--- src/rtl/fifo_write_sched_if.sv ---
// Requester/FIFO-side signal bundle for the FIFO write scheduler.
// The master modport is the scheduler; slave is the requesters plus the FIFO.
interface fifo_write_sched_if #(
  parameter int DW = 32
);
  logic          enable;
  logic          full;
  logic          req0;
  logic [DW-1:0] data0;
  logic          ack0;
  logic          req1;
  logic [DW-1:0] data1;
  logic          ack1;
  logic [DW-1:0] wdata;
  logic          writeen;
  logic [15:0]   wrcount;

  modport master (
    input  enable, full, req0, data0, req1, data1,
    output ack0, ack1, wdata, writeen, wrcount
  );

  modport slave (
    output enable, full, req0, data0, req1, data1,
    input  ack0, ack1, wdata, writeen, wrcount
  );
endinterface

--- src/rtl/fifo_write_sched.sv ---
// Round-robin scheduler sharing one FIFO write port between two requesters,
// issuing one registered active-low strobe per word with a GAP-cycle idle gap.
module fifo_write_sched #(
  parameter int DW  = 32,
  parameter int GAP = 2
) (
  input  logic               clk,
  input  logic               rst_n,
  fifo_write_sched_if.master bus
);
  typedef enum logic [1:0] {IDLE, WRITE, GAP_S} state_t;

  localparam logic [15:0] GAP_INIT = (GAP > 0) ? 16'(GAP - 1) : 16'd0;

  state_t        state, state_n;
  logic [15:0]   gap_cnt;
  logic [15:0]   wrcount_q;
  logic [DW-1:0] wdata_q;
  logic          last;
  logic          writeen_q;
  logic          ack0_q, ack1_q;
  logic          issue;
  logic          winner;

  // Tie goes to whoever was not granted last; a lone requester always wins.
  assign winner = ~(bus.req0 & (~bus.req1 | last));

  always_comb begin
    state_n = state;
    issue   = 1'b0;
    case (state)
      IDLE: begin
        if (bus.enable && !bus.full && (bus.req0 || bus.req1)) begin
          issue   = 1'b1;
          state_n = WRITE;
        end
      end
      WRITE:   state_n = (GAP > 0) ? GAP_S : IDLE;
      GAP_S:   if (gap_cnt == 16'd0) state_n = IDLE;
      default: state_n = IDLE;
    endcase
  end

  always_ff @(posedge clk or negedge rst_n) begin
    if (!rst_n) begin
      state     <= IDLE;
      gap_cnt   <= 16'd0;
      wrcount_q <= 16'd0;
      wdata_q   <= '0;
      last      <= 1'b1;
      writeen_q <= 1'b1;
      ack0_q    <= 1'b0;
      ack1_q    <= 1'b0;
    end else begin
      state     <= state_n;
      writeen_q <= ~issue;
      ack0_q    <= issue & ~winner;
      ack1_q    <= issue & winner;
      if (issue) begin
        wdata_q <= winner ? bus.data1 : bus.data0;
        last    <= winner;
      end
      // Count on WRITE exit; the gap counter loads at the same point.
      if (state == WRITE) begin
        wrcount_q <= wrcount_q + 16'd1;
        gap_cnt   <= GAP_INIT;
      end else if (state == GAP_S && gap_cnt != 16'd0) begin
        gap_cnt <= gap_cnt - 16'd1;
      end
    end
  end

  assign bus.wdata   = wdata_q;
  assign bus.writeen = writeen_q;
  assign bus.ack0    = ack0_q;
  assign bus.ack1    = ack1_q;
  assign bus.wrcount = wrcount_q;
endmodule

--- src/flat_wrapper.sv ---
// flat-port wrapper written by rule: the top's interface ports become plain ports
module fifo_write_sched_flat 
#(
  parameter int DW  = 32,
  parameter int GAP = 2
)
  (clk, rst_n, bus_enable, bus_full, bus_req0, bus_data0, bus_req1, bus_data1, bus_ack0, bus_ack1, bus_wdata, bus_writeen, bus_wrcount);
  fifo_write_sched_if #(.DW(DW)) bus_i ();
  input  logic clk;
  input  logic rst_n;
  input wire logic [$bits(bus_i.enable)-1:0] bus_enable;
  input wire logic [$bits(bus_i.full)-1:0] bus_full;
  input wire logic [$bits(bus_i.req0)-1:0] bus_req0;
  input wire logic [$bits(bus_i.data0)-1:0] bus_data0;
  input wire logic [$bits(bus_i.req1)-1:0] bus_req1;
  input wire logic [$bits(bus_i.data1)-1:0] bus_data1;
  output wire logic [$bits(bus_i.ack0)-1:0] bus_ack0;
  output wire logic [$bits(bus_i.ack1)-1:0] bus_ack1;
  output wire logic [$bits(bus_i.wdata)-1:0] bus_wdata;
  output wire logic [$bits(bus_i.writeen)-1:0] bus_writeen;
  output wire logic [$bits(bus_i.wrcount)-1:0] bus_wrcount;
  assign bus_i.enable = bus_enable;
  assign bus_i.full = bus_full;
  assign bus_i.req0 = bus_req0;
  assign bus_i.data0 = bus_data0;
  assign bus_i.req1 = bus_req1;
  assign bus_i.data1 = bus_data1;
  assign bus_ack0 = bus_i.ack0;
  assign bus_ack1 = bus_i.ack1;
  assign bus_wdata = bus_i.wdata;
  assign bus_writeen = bus_i.writeen;
  assign bus_wrcount = bus_i.wrcount;
  fifo_write_sched #(.DW(DW), .GAP(GAP)) u_core (.clk(clk), .rst_n(rst_n), .bus(bus_i));
endmodule
--- config.mk ---
export PLATFORM = sky130hd
export DESIGN_NAME = fifo_write_sched_flat
export DESIGN_NICKNAME = d
export VERILOG_FILES = /design/src/rtl/fifo_write_sched_if.sv /design/src/rtl/fifo_write_sched.sv /design/src/flat_wrapper.sv
export SDC_FILE = /design/constraint.sdc
export NUM_CORES = 1
export LEC_CHECK = 0
export ABC_AREA = 1
export CAP_MARGIN = 20
export CORE_MARGIN = 2
export CORE_UTILIZATION = 45
export DETAILED_ROUTE_END_ITERATION = 6
export PLACE_DENSITY = 0.92
export SLEW_MARGIN = 20
export SYNTH_ARGS = -nofsm -noshare
export SYNTH_HDL_FRONTEND = slang
export SYNTH_SLANG_ARGS = --single-unit
--- constraint.sdc ---
create_clock -name clk -period 1.8 [get_ports clk]
set_input_delay 0.36 -clock clk [delete_from_list [all_inputs] [get_ports clk]]
set_output_delay 0.36 -clock clk [all_outputs]
set_load 0.005 [all_outputs]
==> impl_metrics.csv, run 1 <==
group,metric,value,unit
clock_tree,cts_resized,0,
global_routing,overflow,0,
timing,maxSlewHeadroom,0.699,
setup_path,slowest_stage,"dfstp_2",
yosys,synth_cell_types,29,
clock_tree,cts_hold_buf,0,
yosys,synth_nets,496,
timing,drv_slew,0,
yosys,synth_cells,424,
yosys,synth-xor-area-share,0.0413,
place,place_hpwl,6.58,mm
setup_path,crit_family,"flip-flops",
yosys,seq_area_frac_synth,0.518,
timing,whs,0.0292,ns
yosys,synth-adder-area-share,0.00738,
yosys,synth_compound_area_frac,0.0266,
yosys,yosys_warnings,0,
setup_path,cp.arrival,1.34,ns
yosys,synthArstFlopShare,1.00,
setup_path,crit_path_max_incr_delay,0.52,ns
power,finalPower,6690,uW
die,dieArea,8240,sq um
finish,final_cells,660,
clock_tree,clk_latency,0.34,ns
setup_path,criticalPathCategory,"register to output port",
yosys,synth-simple-area-share,0.347,
clock_tree,tritoncts,"built",
yosys,ys.flop_type,"dfrtp_1",
global_routing,grt_max_degree,71,
yosys,synth_top_area_cell,"dfrtp_1",
die,start_util,0.465,
yosys,syn_avg_cell_area,7.99,sq um
die,boundaryPins,121,
yosys,synth_top_area_frac,0.502,
flow_run,maxCapViolations,0,
yosys,yosys-top-cells-area,"dfrtp_1 (50%), nand2_1 (19%), nand3_1 (6.5%)",
setup_path,crit_chain,"clkdlybuf4s50_1",
die,rows,31,
finish,finalCoreUtilization,0.680,
global_routing,grt_pass1_wl,14.5,mm
setup_path,cp_num_buf_inv,1,
yosys,netlist_area,3390,sq um
setup_path,required,1.44,ns
setup_path,cp_max_fo,1,
timing,worst_pin_slew,0.451,ns
finish,n_antenna_cell,0,
route,vias,3254,
power,leakagePower,0.00230,uW
power,ir_worst_vdd,0.000696,V
yosys,synth_seq_cells,70,
die,core,7290,sq um
place,port_buffers,120,
clock_tree,path_clk_slew,0.08,ns
place,gp_congestion,0.818,
clock_tree,cts_made_buffers,9,
global_routing,antenna_found_initial,0,
setup_path,startpoint_type,"register",
route,wire_per_inst,13.2,um
yosys,synth_edf_count,0,
finish,drive_above_1_share,0.0749,
die,die_w,90.8,um
timing,post-route-min-period,1.70,ns
power,power.density,1350,nW/um^2
clock_tree,clock-root-buffer,"clkbuf_8",
finish,syn2layout_area_growth,46.3,%
route,drtIter0Drc,199,
yosys,synth_top_family_by_area,"simple AND/OR/NAND/NOR gates",
timing,fmax,0.588,GHz
yosys,yosysMostFrequentCell,"nand2_1",
timing,timing.final.crit_share,0.944,
clock_tree,postCtsSetupBuffers,0,
die,die_height,90.8,um
timing,setup_viol,0,
yosys,synthMuxAreaShare,0,
timing,finalHoldViolCount,0,
route,wl,8.69,mm
yosys,synthTopCellsByCount,"nand2_1 (173), dfrtp_1 (68), nand3_1 (44), inv_1 (35), nor2_1 (34)",
route,ant_nets,0,
clock_tree,h-tree-depth,3,
place,place_inst,644,
finish,finalNetCount,628,
route,first_pass_iters,5,
worst_hold_path,hp-class,"input pin to async pin",
timing,fin_skew,0.0153,ns
route,drc,0,
route,viasPerCell,4.93,
clock_tree,clockBufferDepth,2,
clock_tree,cts.sink_count,70,
status,status,"finished, final reports clean",
setup_path,end_kind,"output port",
timing,grt_setup_unrepaired,"false",
global_routing,grt_pass1_vias,3296,
global_routing,grtUsageTotal,0.216,
[where the power goes]
part / leakage [uW] / switching, uW / internal, uW
Sequential: 0.000901 / 452 / 2170
Combinational: 0.00131 / 1350 / 1470
Clock: 0.0000976 / 570 / 681
Total: 0.00230 / 2370 / 4320
[placed cells by master, fill, tap and decap left out, types with 2 or more instances in the layout]
cell,count
nor2_4,3
nor2_2,2
o22ai_1,4
nand4_1,8
nand3_1,44
xnor2_1,7
clkbuf_8,10
dfrtp_1,68
o21ai_0,7
dfstp_2,2
ha_1,2
xor2_1,9
nand3b_1,2
buf_12,3
nor2_1,34
inv_1,35
nand2_4,2
nand2_2,4
clkbuf_1,3
nor3_1,3
nand2_1,172
buf_4,7
clkdlybuf4s50_1,119
[path summary, 6_finish.rpt]
path / startpoint / to / slack, ns / depth (start not counted)
setup / recovery: u_core.bus.writeen / bus_writeen / 0.10 / 1
hold / removal: rst_n / u_core.bus.wrcount[10] / 0.03 / 2
setup reg to reg: u_core.gap_cnt[0] / u_core.gap_cnt[7] / 0.17 / 10
hold reg to reg: u_core.bus.wdata[0] / u_core.bus.wdata[0] / 0.51 / 2
max in group asynchronous: rst_n / u_core.last / 1.42 / 2
min in group clk: u_core.bus.wdata[0] / u_core.bus.wdata[0] / 0.51 / 2
[sequential cells by signal, indices dropped and copies added, names as in the netlist]
signal              cells
u_core.state            2
u_core.bus.writeen      1
u_core.bus.wdata       32
u_core.bus.ack1         1
u_core.last             1
u_core.gap_cnt         16
u_core.bus.ack0         1
u_core.bus.wrcount     16
[cell families after synthesis]
| family | after synthesis |
|---|---|
| compound gates | 14 |
| xor+xnor | 16 |
| fa+ha+maj | 2 |
| buf+inv | 46 |
| flops | 70 |
| simple gates | 276 |
[layout make-up]
class                   count  area (sq um)
fillers                   569          2330
flip-flops and latches     70          1750
multi-input cells         308          1440
repair buffers            130          1310
clock buffers              13           149
inverters                  37           141
well taps                  99           124
clock inverters             3          43.8
[metal layers]
metal  routed length, um  global-route usage  vias to the layer above
met5                   0                   0                        -
li1                    -                   -                     1589
met1                3530               0.259                     1529
met4                 148              0.0745                        0
met2                4330               0.366                      122
met3                 685              0.0726                       14
[metrics by stage]
step                      setup WS [ns]  setup TNS (ns)  instance area (sq um)
after floorplan                   0.324               0                   3390
after global placement           0.0650               0                   4760
after detailed placement        -0.0306          -0.178                   4760
after CTS                        0.0434               0                   4950
after global routing             0.0398               0                   4960
final                             0.101               0                   4960
No activity file was read; power rests on OpenSTA's default activity.
==> inputs of run 2 (changes only) <==
--- a/config.mk
+++ b/config.mk
@@ -7,10 +7,12 @@
 export LEC_CHECK = 0
 export ABC_AREA = 1
 export CAP_MARGIN = 20
+export CORE_ASPECT_RATIO = 1.4
 export CORE_MARGIN = 2
 export CORE_UTILIZATION = 45
 export DETAILED_ROUTE_END_ITERATION = 6
 export PLACE_DENSITY = 0.92
+export SKIP_CTS_REPAIR_TIMING = 1
 export SLEW_MARGIN = 20
 export SYNTH_ARGS = -nofsm -noshare
 export SYNTH_HDL_FRONTEND = slang
==> run 2 against run 1 <==
Flip-flop and latch count did not move. Core utilization rose by 0.42 points. Wire length rose by 4.2%. Via count rose by 3.0%. Critical endpoint unchanged.
==> impl_metrics.csv, run 2 (synthesis results as in run 1) <==
group,metric,value,unit
setup_path,crit_chain,"clkdlybuf4s50_1",
timing,grt_setup_unrepaired,"false",
finish,final_common_cell,"nand2_1",
global_routing,antenna_found_initial,0,
global_routing,grt_pass1_vias,3484,
place,gp_congestion,0.879,
setup_path,cp_num_buf_inv,1,
timing,setup_viol,0,
die,die_height,107,um
timing,fmax,0.581,GHz
die,boundaryPins,121,
setup_path,startpoint_type,"register",
setup_path,required,1.44,ns
die,dieArea,8250,sq um
clock_tree,cts.sink_count,70,
route,viasPerCell,5.09,
place,port_buffers,120,
status,status,"finished, final reports clean",
global_routing,grt_max_degree,71,
finish,finalNetCount,628,
clock_tree,clk_latency,0.36,ns
clock_tree,h-tree-depth,3,
route,vias,3350,
global_routing,grt_pass1_wl,15.2,mm
flow_run,maxCapViolations,0,
setup_path,crit_family,"flip-flops",
route,first_pass_iters,5,
clock_tree,clockBufferDepth,2,
finish,final_cells,658,
finish,n_antenna_cell,0,
route,ant_nets,0,
power,leakagePower,0.00232,uW
place,place_hpwl,6.60,mm
clock_tree,path_clk_slew,0.08,ns
global_routing,grtUsageTotal,0.232,
timing,fin_skew,0.0112,ns
clock_tree,tritoncts,"built",
timing,post-route-min-period,1.72,ns
timing,timing.final.crit_share,0.957,
global_routing,overflow,0,
die,rows,37,
die,start_util,0.463,
finish,final_cell_mix,"nand2_1 (173), clkdlybuf4s50_1 (119), dfrtp_1 (68)",
route,wire_per_inst,13.8,um
setup_path,cp.arrival,1.36,ns
timing,worst_pin_slew,0.507,ns
timing,maxSlewHeadroom,0.662,
timing,drv_slew,0,
die,core,7310,sq um
setup_path,end_kind,"output port",
finish,drive_above_1_share,0.0838,
finish,largest_register_ffs,32,
place,place_inst,642,
setup_path,criticalPathCategory,"register to output port",
route,drc,0,
setup_path,crit_path_max_incr_delay,0.52,ns
worst_hold_path,hp-class,"input pin to async pin",
clock_tree,clock-root-buffer,"clkbuf_8",
timing,finalHoldViolCount,0,
route,drtIter0Drc,211,
finish,syn2layout_area_growth,47.7,%
die,die_w,77.4,um
power,power.density,1410,nW/um^2
setup_path,slowest_stage,"dfstp_2",
power,ir_worst_vdd,0.000858,V
setup_path,cp_max_fo,1,
timing,setup_tns,0,ns
clock_tree,cts_made_buffers,9,
finish,finalCoreUtilization,0.684,
route,wl,9.06,mm
## run 2: changes by cell type in the layout (fill, tap and decap cells not counted), sizes merged
cell,previous run,this run
bufinv,1,3
clkbuf,13,10
clkinvlp,0,1
## run 2: area by class of cell
type                    instances  area (sq um)
clock buffers                  10           128
clock inverters                 6           111
fillers                       549          2310
inverters                      37           139
multi-input cells             308          1440
flip-flops and latches         70          1750
well taps                      97           121
repair buffers                130          1310
## run 2: power breakdown
| group | switching, uW | leakage, uW | internal (uW) |
|---|---|---|---|
| Sequential | 467 | 0.000901 | 2170 |
| Clock | 619 | 0.000116 | 920 |
| Combinational | 1370 | 0.00130 | 1490 |
| Total | 2460 | 0.00232 | 4580 |
## run 2: through the flow
stage / cell area, sq um / hold slack, ns / total power [uW] / setup WS (ns)
2_1_floorplan: 3390 / 0.0644 / 3960 / 0.324
3_3_place_gp: 4750 / 0.409 / 5320 / 0.0375
3_5_place_dp: 4750 / 0.418 / 5440 / -0.0151
4_1_cts: 4990 / 0.0306 / 7020 / 0.0375
5_1_grt: 5010 / 0.0540 / 7480 / 0.0230
6_report: 5010 / 0.0222 / 7040 / 0.0777
## run 2: path summary, 6_finish.rpt
check | from | end | slack (ns) | cells after the start
worst max register to register | u_core.gap_cnt[1] | u_core.gap_cnt[7] | 0.16 | 10
worst min-delay path | rst_n | u_core.bus.wrcount[9] | 0.02 | 2
worst max-delay path | u_core.bus.writeen | bus_writeen | 0.08 | 1
max in group asynchronous | rst_n | u_core.last | 1.45 | 2
worst min register to register | u_core.last | u_core.last | 0.48 | 2
min in group clk | u_core.last | u_core.last | 0.48 | 2
## run 2: metal layers
| metal | GRT usage | up-vias | share of wire |
|---|---|---|---|
| met2 | 0.398 | 187 | 0.50 |
| met5 | 0 | - | 0 |
| met1 | 0.260 | 1542 | 0.37 |
| li1 | - | 1592 | - |
| met3 | 0.0640 | 29 | 0.087 |
| met4 | 0.124 | 0 | 0.036 |
## run 2: worst reg2reg max path, stage by stage, from the launching register on
cell and delay, ns:
dfrtp_1 0.36, inv_1 0.12, ha_1 0.20, nand2_1 0.12, nor2_4 0.18, nand2_2 0.10, nand2_4 0.11, nand2_4 0.09
inv_2 0.14, nand2_1 0.06, nand2_1 0.08
